===== src/rtl/alu_pkg.sv =====
// Shared ALU encodings and pipeline constants for the ID/EX stage and
// the execute-stage ALU units.
package alu_pkg;

   localparam int DATA_W = 32;
   localparam int REG_AW = 5;
   localparam int OP_W   = 4;

   // ALU op[3:2]: which execute unit consumes the operands
   typedef enum logic [1:0] {
      UNIT_BITWISE = 2'b00,
      UNIT_ADDSUB  = 2'b01,
      UNIT_SHIFT   = 2'b10,
      UNIT_CMP     = 2'b11
   } unit_e;

   // ALU op[1:0] when the bitwise unit is selected
   typedef enum logic [1:0] {
      BW_AND  = 2'b00,
      BW_OR   = 2'b01,
      BW_XOR  = 2'b10,
      BW_RSVD = 2'b11
   } bw_op_e;

   // A bubble is an all-zero stage: no valid, no writeback, no load
   localparam logic [DATA_W-1:0] BUBBLE_DATA = '0;
   localparam logic [OP_W-1:0]   BUBBLE_OP   = '0;

   // The only undefined encoding is the reserved bitwise sub-op
   function automatic logic is_illegal_op(input logic [1:0] unit_sel,
                                          input logic [1:0] sub_op);
      return (unit_sel == UNIT_BITWISE) && (sub_op == BW_RSVD);
   endfunction

endpackage


===== src/rtl/fwd_mux.sv =====
// Operand bypass selector: picks the youngest in-flight producer of a
// register index, falling back to the register-file read value.
// Index 0 is hard-wired zero and is never bypassed.
module fwd_mux #(
   parameter int DATA_W = 32,
   parameter int REG_AW = 5
) (
   input  logic [REG_AW-1:0] idx,
   input  logic [DATA_W-1:0] rf_val,
   input  logic              exmem_reg_write,
   input  logic [REG_AW-1:0] exmem_rd_idx,
   input  logic [DATA_W-1:0] exmem_val,
   input  logic              memwb_reg_write,
   input  logic [REG_AW-1:0] memwb_rd_idx,
   input  logic [DATA_W-1:0] memwb_val,
   output logic [DATA_W-1:0] fwd_val
);

   logic idx_nz;
   logic exmem_hit;
   logic memwb_hit;

   assign idx_nz    = (idx != '0);
   assign exmem_hit = exmem_reg_write && (exmem_rd_idx == idx) && idx_nz;
   assign memwb_hit = memwb_reg_write && (memwb_rd_idx == idx) && idx_nz;

   // EX/MEM is younger than MEM/WB, so it takes priority
   always_comb begin
      fwd_val = rf_val;
      if (exmem_hit)
         fwd_val = exmem_val;
      else if (memwb_hit)
         fwd_val = memwb_val;
   end

endmodule


===== src/rtl/id_ex_stage.sv =====
// ID/EX pipeline register feeding the execute-stage ALU.
// Resolves register operands, selects the immediate, detects load-use
// hazards and marks the reserved bitwise op as illegal.
// Build option: define ID_EX_FWD_EN to enable the EX/MEM and MEM/WB
// bypass network and load-use detection; without it operands come
// straight from the register file and hazards are left to software.
module id_ex_stage #(
   parameter int DATA_W = alu_pkg::DATA_W,
   parameter int REG_AW = alu_pkg::REG_AW,
   parameter int OP_W   = alu_pkg::OP_W
) (
   input  logic              clk,
   input  logic              rst,
   input  logic              id_valid,
   input  logic [REG_AW-1:0] id_rs_idx,
   input  logic [REG_AW-1:0] id_rt_idx,
   input  logic [REG_AW-1:0] id_rd_idx,
   input  logic [DATA_W-1:0] id_rs_val,
   input  logic [DATA_W-1:0] id_rt_val,
   input  logic [DATA_W-1:0] id_imm,
   input  logic              id_use_imm,
   input  logic [OP_W-1:0]   id_alu_op,
   input  logic              id_reg_write,
   input  logic              id_mem_read,
   input  logic              stall,
   input  logic              flush,
   input  logic              exmem_reg_write,
   input  logic [REG_AW-1:0] exmem_rd_idx,
   input  logic [DATA_W-1:0] exmem_val,
   input  logic              memwb_reg_write,
   input  logic [REG_AW-1:0] memwb_rd_idx,
   input  logic [DATA_W-1:0] memwb_val,
   output logic              ex_valid,
   output logic [DATA_W-1:0] ex_a,
   output logic [DATA_W-1:0] ex_b,
   output logic [OP_W-1:0]   ex_op,
   output logic [REG_AW-1:0] ex_rd_idx,
   output logic              ex_reg_write,
   output logic              ex_mem_read,
   output logic              ex_illegal,
   output logic              load_use_stall
);

   import alu_pkg::*;

   logic [DATA_W-1:0] rs_fwd;
   logic [DATA_W-1:0] rt_fwd;
   logic [DATA_W-1:0] b_sel;
   logic              illegal_in;
   logic              load_bubble;

   logic              vld_p1;
   logic [DATA_W-1:0] a_p1;
   logic [DATA_W-1:0] b_p1;
   logic [OP_W-1:0]   op_p1;
   logic [REG_AW-1:0] rd_p1;
   logic              reg_write_p1;
   logic              mem_read_p1;
   logic              illegal_p1;

`ifdef ID_EX_FWD_EN
   fwd_mux #(.DATA_W(DATA_W), .REG_AW(REG_AW)) u_fwd_rs (
      .idx             (id_rs_idx),
      .rf_val          (id_rs_val),
      .exmem_reg_write (exmem_reg_write),
      .exmem_rd_idx    (exmem_rd_idx),
      .exmem_val       (exmem_val),
      .memwb_reg_write (memwb_reg_write),
      .memwb_rd_idx    (memwb_rd_idx),
      .memwb_val       (memwb_val),
      .fwd_val         (rs_fwd)
   );

   fwd_mux #(.DATA_W(DATA_W), .REG_AW(REG_AW)) u_fwd_rt (
      .idx             (id_rt_idx),
      .rf_val          (id_rt_val),
      .exmem_reg_write (exmem_reg_write),
      .exmem_rd_idx    (exmem_rd_idx),
      .exmem_val       (exmem_val),
      .memwb_reg_write (memwb_reg_write),
      .memwb_rd_idx    (memwb_rd_idx),
      .memwb_val       (memwb_val),
      .fwd_val         (rt_fwd)
   );

   // A load sitting in EX cannot be bypassed yet; rt only matters when
   // it actually feeds operand B
   assign load_use_stall = vld_p1 && mem_read_p1 && (rd_p1 != '0) && id_valid &&
                           ((rd_p1 == id_rs_idx) || (!id_use_imm && (rd_p1 == id_rt_idx)));
`else
   logic unused_fwd_inputs;

   assign rs_fwd            = id_rs_val;
   assign rt_fwd            = id_rt_val;
   assign load_use_stall    = 1'b0;
   assign unused_fwd_inputs = ^{exmem_reg_write, exmem_rd_idx, exmem_val,
                                memwb_reg_write, memwb_rd_idx, memwb_val,
                                id_rs_idx, id_rt_idx};
`endif

   assign b_sel       = id_use_imm ? id_imm : rt_fwd;
   assign illegal_in  = is_illegal_op(id_alu_op[OP_W-1:OP_W-2], id_alu_op[1:0]);
   assign load_bubble = flush || (!stall && (load_use_stall || !id_valid));

   // Stage register: flush beats stall, stall holds, hazards and empty
   // decode slots insert a bubble, otherwise capture the decoded op
   always_ff @(posedge clk or posedge rst) begin
      if (rst) begin
         vld_p1       <= 1'b0;
         a_p1         <= DATA_W'(BUBBLE_DATA);
         b_p1         <= DATA_W'(BUBBLE_DATA);
         op_p1        <= OP_W'(BUBBLE_OP);
         rd_p1        <= '0;
         reg_write_p1 <= 1'b0;
         mem_read_p1  <= 1'b0;
         illegal_p1   <= 1'b0;
      end else if (load_bubble) begin
         vld_p1       <= 1'b0;
         a_p1         <= DATA_W'(BUBBLE_DATA);
         b_p1         <= DATA_W'(BUBBLE_DATA);
         op_p1        <= OP_W'(BUBBLE_OP);
         rd_p1        <= '0;
         reg_write_p1 <= 1'b0;
         mem_read_p1  <= 1'b0;
         illegal_p1   <= 1'b0;
      end else if (!stall) begin
         vld_p1       <= 1'b1;
         a_p1         <= rs_fwd;
         b_p1         <= b_sel;
         op_p1        <= id_alu_op;
         rd_p1        <= id_rd_idx;
         reg_write_p1 <= id_reg_write && !illegal_in;
         mem_read_p1  <= id_mem_read;
         illegal_p1   <= illegal_in;
      end
   end

   assign ex_valid     = vld_p1;
   assign ex_a         = a_p1;
   assign ex_b         = b_p1;
   assign ex_op        = op_p1;
   assign ex_rd_idx    = rd_p1;
   assign ex_reg_write = reg_write_p1;
   assign ex_mem_read  = mem_read_p1;
   assign ex_illegal   = illegal_p1;

endmodule


===== config.mk =====
export PLATFORM = sky130hd
export DESIGN_NAME = id_ex_stage
export DESIGN_NICKNAME = d
export VERILOG_FILES = /design/src/rtl/alu_pkg.sv /design/src/rtl/fwd_mux.sv /design/src/rtl/id_ex_stage.sv
export SDC_FILE = /design/constraint.sdc
export NUM_CORES = 1
export LEC_CHECK = 0
export CAP_MARGIN = 25
export CORE_UTILIZATION = 29
export DETAILED_ROUTE_END_ITERATION = 10
export PLACE_DENSITY = 0.78
export RECOVER_POWER = 100
export SETUP_SLACK_MARGIN = 0.02
export SLEW_MARGIN = 5
export SYNTH_ARGS = -nofsm -noshare
export SYNTH_HDL_FRONTEND = slang
export SYNTH_SLANG_ARGS = --single-unit

===== constraint.sdc =====
create_clock -name clk -period 2.5 [get_ports clk]
set_clock_uncertainty 0.2 [all_clocks]
set_input_delay 0.5 -clock clk [delete_from_list [all_inputs] [get_ports clk]]
set_output_delay 0.5 -clock clk [all_outputs]
set_load 0.02 [all_outputs]

**Word level (Yosys, flattened, before mapping)**

Cells that the tools add are included.

- Logic and storage cells: 35
- Output and inout port bits: 78
- Flip-flop bits (word level): 77
- Bits of input ports: 199

- Reduce and logical (&&, ||, !) cells: 8
- Mux-type cells: 17
- Eq/ne operators: 2

Operator list:

| kind | count |
|---|---|
| 2-to-1 mux 32 bit | 5 |
| 2-to-1 mux 5 bit | 2 |
| 2-to-1 mux 1 bit | 8 |
| 2-to-1 mux 4 bit | 2 |
| logical AND 1 bit | 3 |
| logical NOT 1 bit | 3 |
| == test 2 bit, second input constant | 1 |
| logical NOT 2 bit | 1 |
| inequality test 2 x 1 -> 1 bit, second input constant | 1 |
| logical OR 1 bit | 1 |

**Depth between registers and ports, before layout**

- Depth after elaboration: 6
- Gate-level depth with buffers: 4
- Mapped depth without buffers: 2

**Worst setup path after synthesis**

No wires, ideal clock.

- Path type: input-to-reg
- Start point: input stall
- End point: register b_p1[10] (netlist: ex_b[10])
- Stages on the path: 4
- Path slack: 954 ps
- Library setup time: 75 ps
- Arrival: 1,271 ps
- Path buffers: 2
- Required time: 2,225 ps
- Cells stage by stage: or3b_1 > buf_6 > buf_6 > o2bb2ai_2

- Longest elaborated chain between the ends: 4
- Elaborated cells on any way between the ends: 5
- Those cells by class: 1 x eq/ne; 1 x mux; 3 x reduce/logical

Ends and longest elaborated chain:

| element | RTL line | source |
|---|---|---|
| start, declared | id_ex_stage.sv:25 | `input logic stall,` |
| logical NOT 1 bit | n/a |  |
| logical AND 1 bit | id_ex_stage.sv:103 | `assign load_bubble = flush \|\| (!stall && (load_use_stall \|\| !id_valid));` |
| logical OR 1 bit | id_ex_stage.sv:103 |  |
| inequality test 2 x 1 -> 1 bit (no source line) / 2-to-1 mux 32 bit (equally long branches) | n/a |  |
| end signal, assigned | id_ex_stage.sv:111 | `b_p1 <= DATA_W'(BUBBLE_DATA);` |
| end signal, assigned | id_ex_stage.sv:120 | `b_p1 <= DATA_W'(BUBBLE_DATA);` |
| end signal, assigned | id_ex_stage.sv:129 | `b_p1 <= b_sel;` |
| end, declared | id_ex_stage.sv:54 | `logic [DATA_W-1:0] b_p1;` |

Several ways; a longest one is shown, not always the timed one.
A chain may end at the register's enable or synchronous reset.

**Final worst setup path**

- Start point: register a_p1[29] (netlist: ex_a[29])
- End point: output ex_a[29]

RTL lines:

| element | RTL line | source |
|---|---|---|
| start, declared | id_ex_stage.sv:53 | `logic [DATA_W-1:0] a_p1;` |
| start signal, assigned | id_ex_stage.sv:110 | `a_p1 <= DATA_W'(BUBBLE_DATA);` |
| start signal, assigned | id_ex_stage.sv:119 | `a_p1 <= DATA_W'(BUBBLE_DATA);` |
| start signal, assigned | id_ex_stage.sv:128 | `a_p1 <= rs_fwd;` |
| end, declared | id_ex_stage.sv:34 | `output logic [DATA_W-1:0] ex_a,` |

No word-level cell between the ends.

==> impl_metrics.json <==
{
  "status": "complete, no violations",
  "pre_cts_slack_ns": 0.3142,
  "fin_setup_tns_ns": 0,
  "netlist_area_um2": 3312,
  "multi_input_area_um2": 1054,
  "rows": 38,
  "die_h_um": 108.9,
  "post-cts-setup-buffers": 0,
  "rr_worst_depth": 1,
  "ys_ff_latch": 77,
  "path_class": "flop to output pin",
  "area_delta_synth_final_pct": 64.68,
  "min_path_type": "flop to flop",
  "syn_area_per_cell_um2": 15.33,
  "clock.fmax_mhz": 479.7,
  "remaining_drc_errors": 0,
  "wl_um": 8538,
  "dp_hpwl_um": 6227,
  "insertion_delay_ns": 0.32,
  "firstDrtPassIters": 3,
  "path_max_fanout": 2,
  "synth_top_area_share": 0.5818,
  "ctsResizeCount": 0,
  "r2r_end": "ex_op[3]",
  "slew_viol_final": 0,
  "fp.coreArea_um2": 10980,
  "min_path_cells": 1,
  "root_buffer": "clkbuf_16",
  "worst-path-buf-inv": 1,
  "worst_slack_ns": 0.4153,
  "synth_ff_type": "dfrtp_1",
  "synth.distinct_cells": 18,
  "holdBufCountCts": 0,
  "synth-seq-area-share": 0.5818,
  "dieArea_um2": 11850,
  "antenna_found_initial": 0,
  "tritoncts": "done",
  "globalRouteTotalUtil": 0.1426,
  "fillCellCount": 988,
  "antennaDiodeCount": 0,
  "startpoint_type": "flop",
  "die_w_um": 108.9,
  "maxCapViolCount": 0,
  "dr.first_iter.drc_count": 53,
  "yosys_warnings": 0,
  "end_kind": "output pin",
  "ir_drop_mv": 0.2929,
  "cp_top_family": "buffers and inverters",
  "hold_start": "ex_b[15]",
  "reg2reg_from": "ex_op[3]",
  "overflow": 0,
  "cts_max_path_buffers": 2,
  "critPathSlowestCell": "dlygate4sd3_1",
  "arrival_ns": 1.38,
  "netlist_top_cells_count": "dfrtp_1, a22o_1, mux2i_1",
  "fin_crit_sh": 0.8339,
  "fin_crit_ns": 2.085,
  "synth_nets": 415,
  "power_density_nw_per_um2": 554.5,
  "viasPerCell": 4.686,
  "drive_above_1_share": 0.06618,
  "cts_num_sinks": 77,
  "setup_viol": 0,
  "portBuffers": 189,
  "wl_per_cell_um": 15.58,
  "hold_violations": 0,
  "grt_pass1_wl_um": 13100,
  "yosys.area.top_type": "dfrtp_1",
  "h-tree-depth": 3,
  "total_leakage_power_nw": 2.591,
  "ant_nets": 0,
  "synth_cells": 216,
  "cp.required_ns": 1.80,
  "synth_edf_count": 0,
  "synth_async_sr_flop_share": 1.000,
  "slowest_delay_ns": 0.70,
  "start_util": 0.3015,
  "fin_nets": 602,
  "clk_pin_slew_worst_paths_ns": 0.06,
  "grt_max_degree": 78,
  "synth_area_leaders": "dfrtp_1, o2bb2ai_2, a22o_1, mux2i_1, buf_2",
  "place_congestion": 0.6920,
  "vias": 2568,
  "numCtsBuffers": 9,
  "synth.most_common_cell": "dfrtp_1",
  "regToRegSetupSlack_ns": 1.56,
  "grt_setup_unrepaired": "false",
  "crit_chain": "dlygate4sd3_1",
  "grt_pass1_vias": 2687,
  "num_io_pins": 277,
  "worstMarginPinSlew_ns": 1.011,
  "slew_headroom": 0.3259,
  "hold_end": "ex_b[15]",
  "seqCellArea_um2": 1927
}
-- per-layer routing --
metal,share of wire,vias up,GRT usage
li1,-,1203,-
met3,0.098,10,0.04842
met1,0.41,1227,0.1604
met5,0,-,0
met4,0.013,0,0.05888
met2,0.48,128,0.2457
-- final cells by class --
type	instances	share of cell area
repair buffers	197	0.3677
flip-flops and latches	77	0.3533
multi-input cells	116	0.1932
clock buffers	9	0.04129
well taps	140	0.03212
clock inverters	7	0.01032
inverters	2	0.002065
-- flip-flops by register name, indices dropped and copies added (netlist names) --
signal and cells:
ex_a 32, ex_illegal 1, ex_reg_write 1, ex_valid 1, ex_b 32, ex_op 4
ex_rd_idx 5, ex_mem_read 1
-- cell families (layout without fill, tap and decap cells) --
kind of cell	after synthesis	after routing	share of synthesized area
muxes	33	33	0.09974
buffers and inverters	23	215	0.04533
AOI/OAI and AO/OA	76	76	0.2573
DFF	77	77	0.5818
and+or+nand+nor	6	6	0.01473
other	1	1	0.001132
-- power breakdown --
part	total (W)	switching [W]	internal [W]
logic	0.000498	0.000212	0.000286
registers	0.00132	0.0000256	0.00129
clock network	0.00121	0.000525	0.000682
total	0.00302	0.000762	0.00226
-- worst max-delay path by stage --
stage	from	endpoint	slack [ns]	depth (start not counted)
after floorplan	rst	ex_a[0]	0.93	1
after global placement	id_valid	ex_b[0]	0.33	4
after detailed placement	id_valid	ex_b[24]	0.31	4
after CTS	ex_b[29]	ex_b[29]	0.45	1
after global routing	ex_a[18]	ex_a[18]	0.35	1
final	ex_a[29]	ex_a[29]	0.42	1
-- cells in the final DEF, fill, tap and decap left out, drive strengths merged, types with 4 or more instances in the layout --
cell and n:
inv 4, a22o 43, mux2i 33, clkinvlp 5, buf 7, dlygate4sd3 79
clkbuf 11, dfrtp 77, o2bb2ai 32, clkdlybuf4s50 109
-- per-stage QoR --
| step | util | hold slack, ns | total power [W] | cell area (um^2) | std cells |
|---|---|---|---|---|---|
| floorplan | - | 0.3664 | 0.001572 | 3316 | 216 |
| global placement | 0.4902 | 0.2738 | 0.001889 | 5384 | 532 |
| detailed placement | 0.4902 | 0.2744 | 0.001899 | 5384 | 532 |
| CTS | 0.5158 | 0.2921 | 0.003140 | 5665 | 548 |
| global route | 0.4966 | 0.2912 | 0.003168 | 5454 | 548 |
| finish | 0.4966 | 0.2782 | 0.003024 | 5454 | 548 |
No activity file was read; power rests on OpenSTA's default activity.
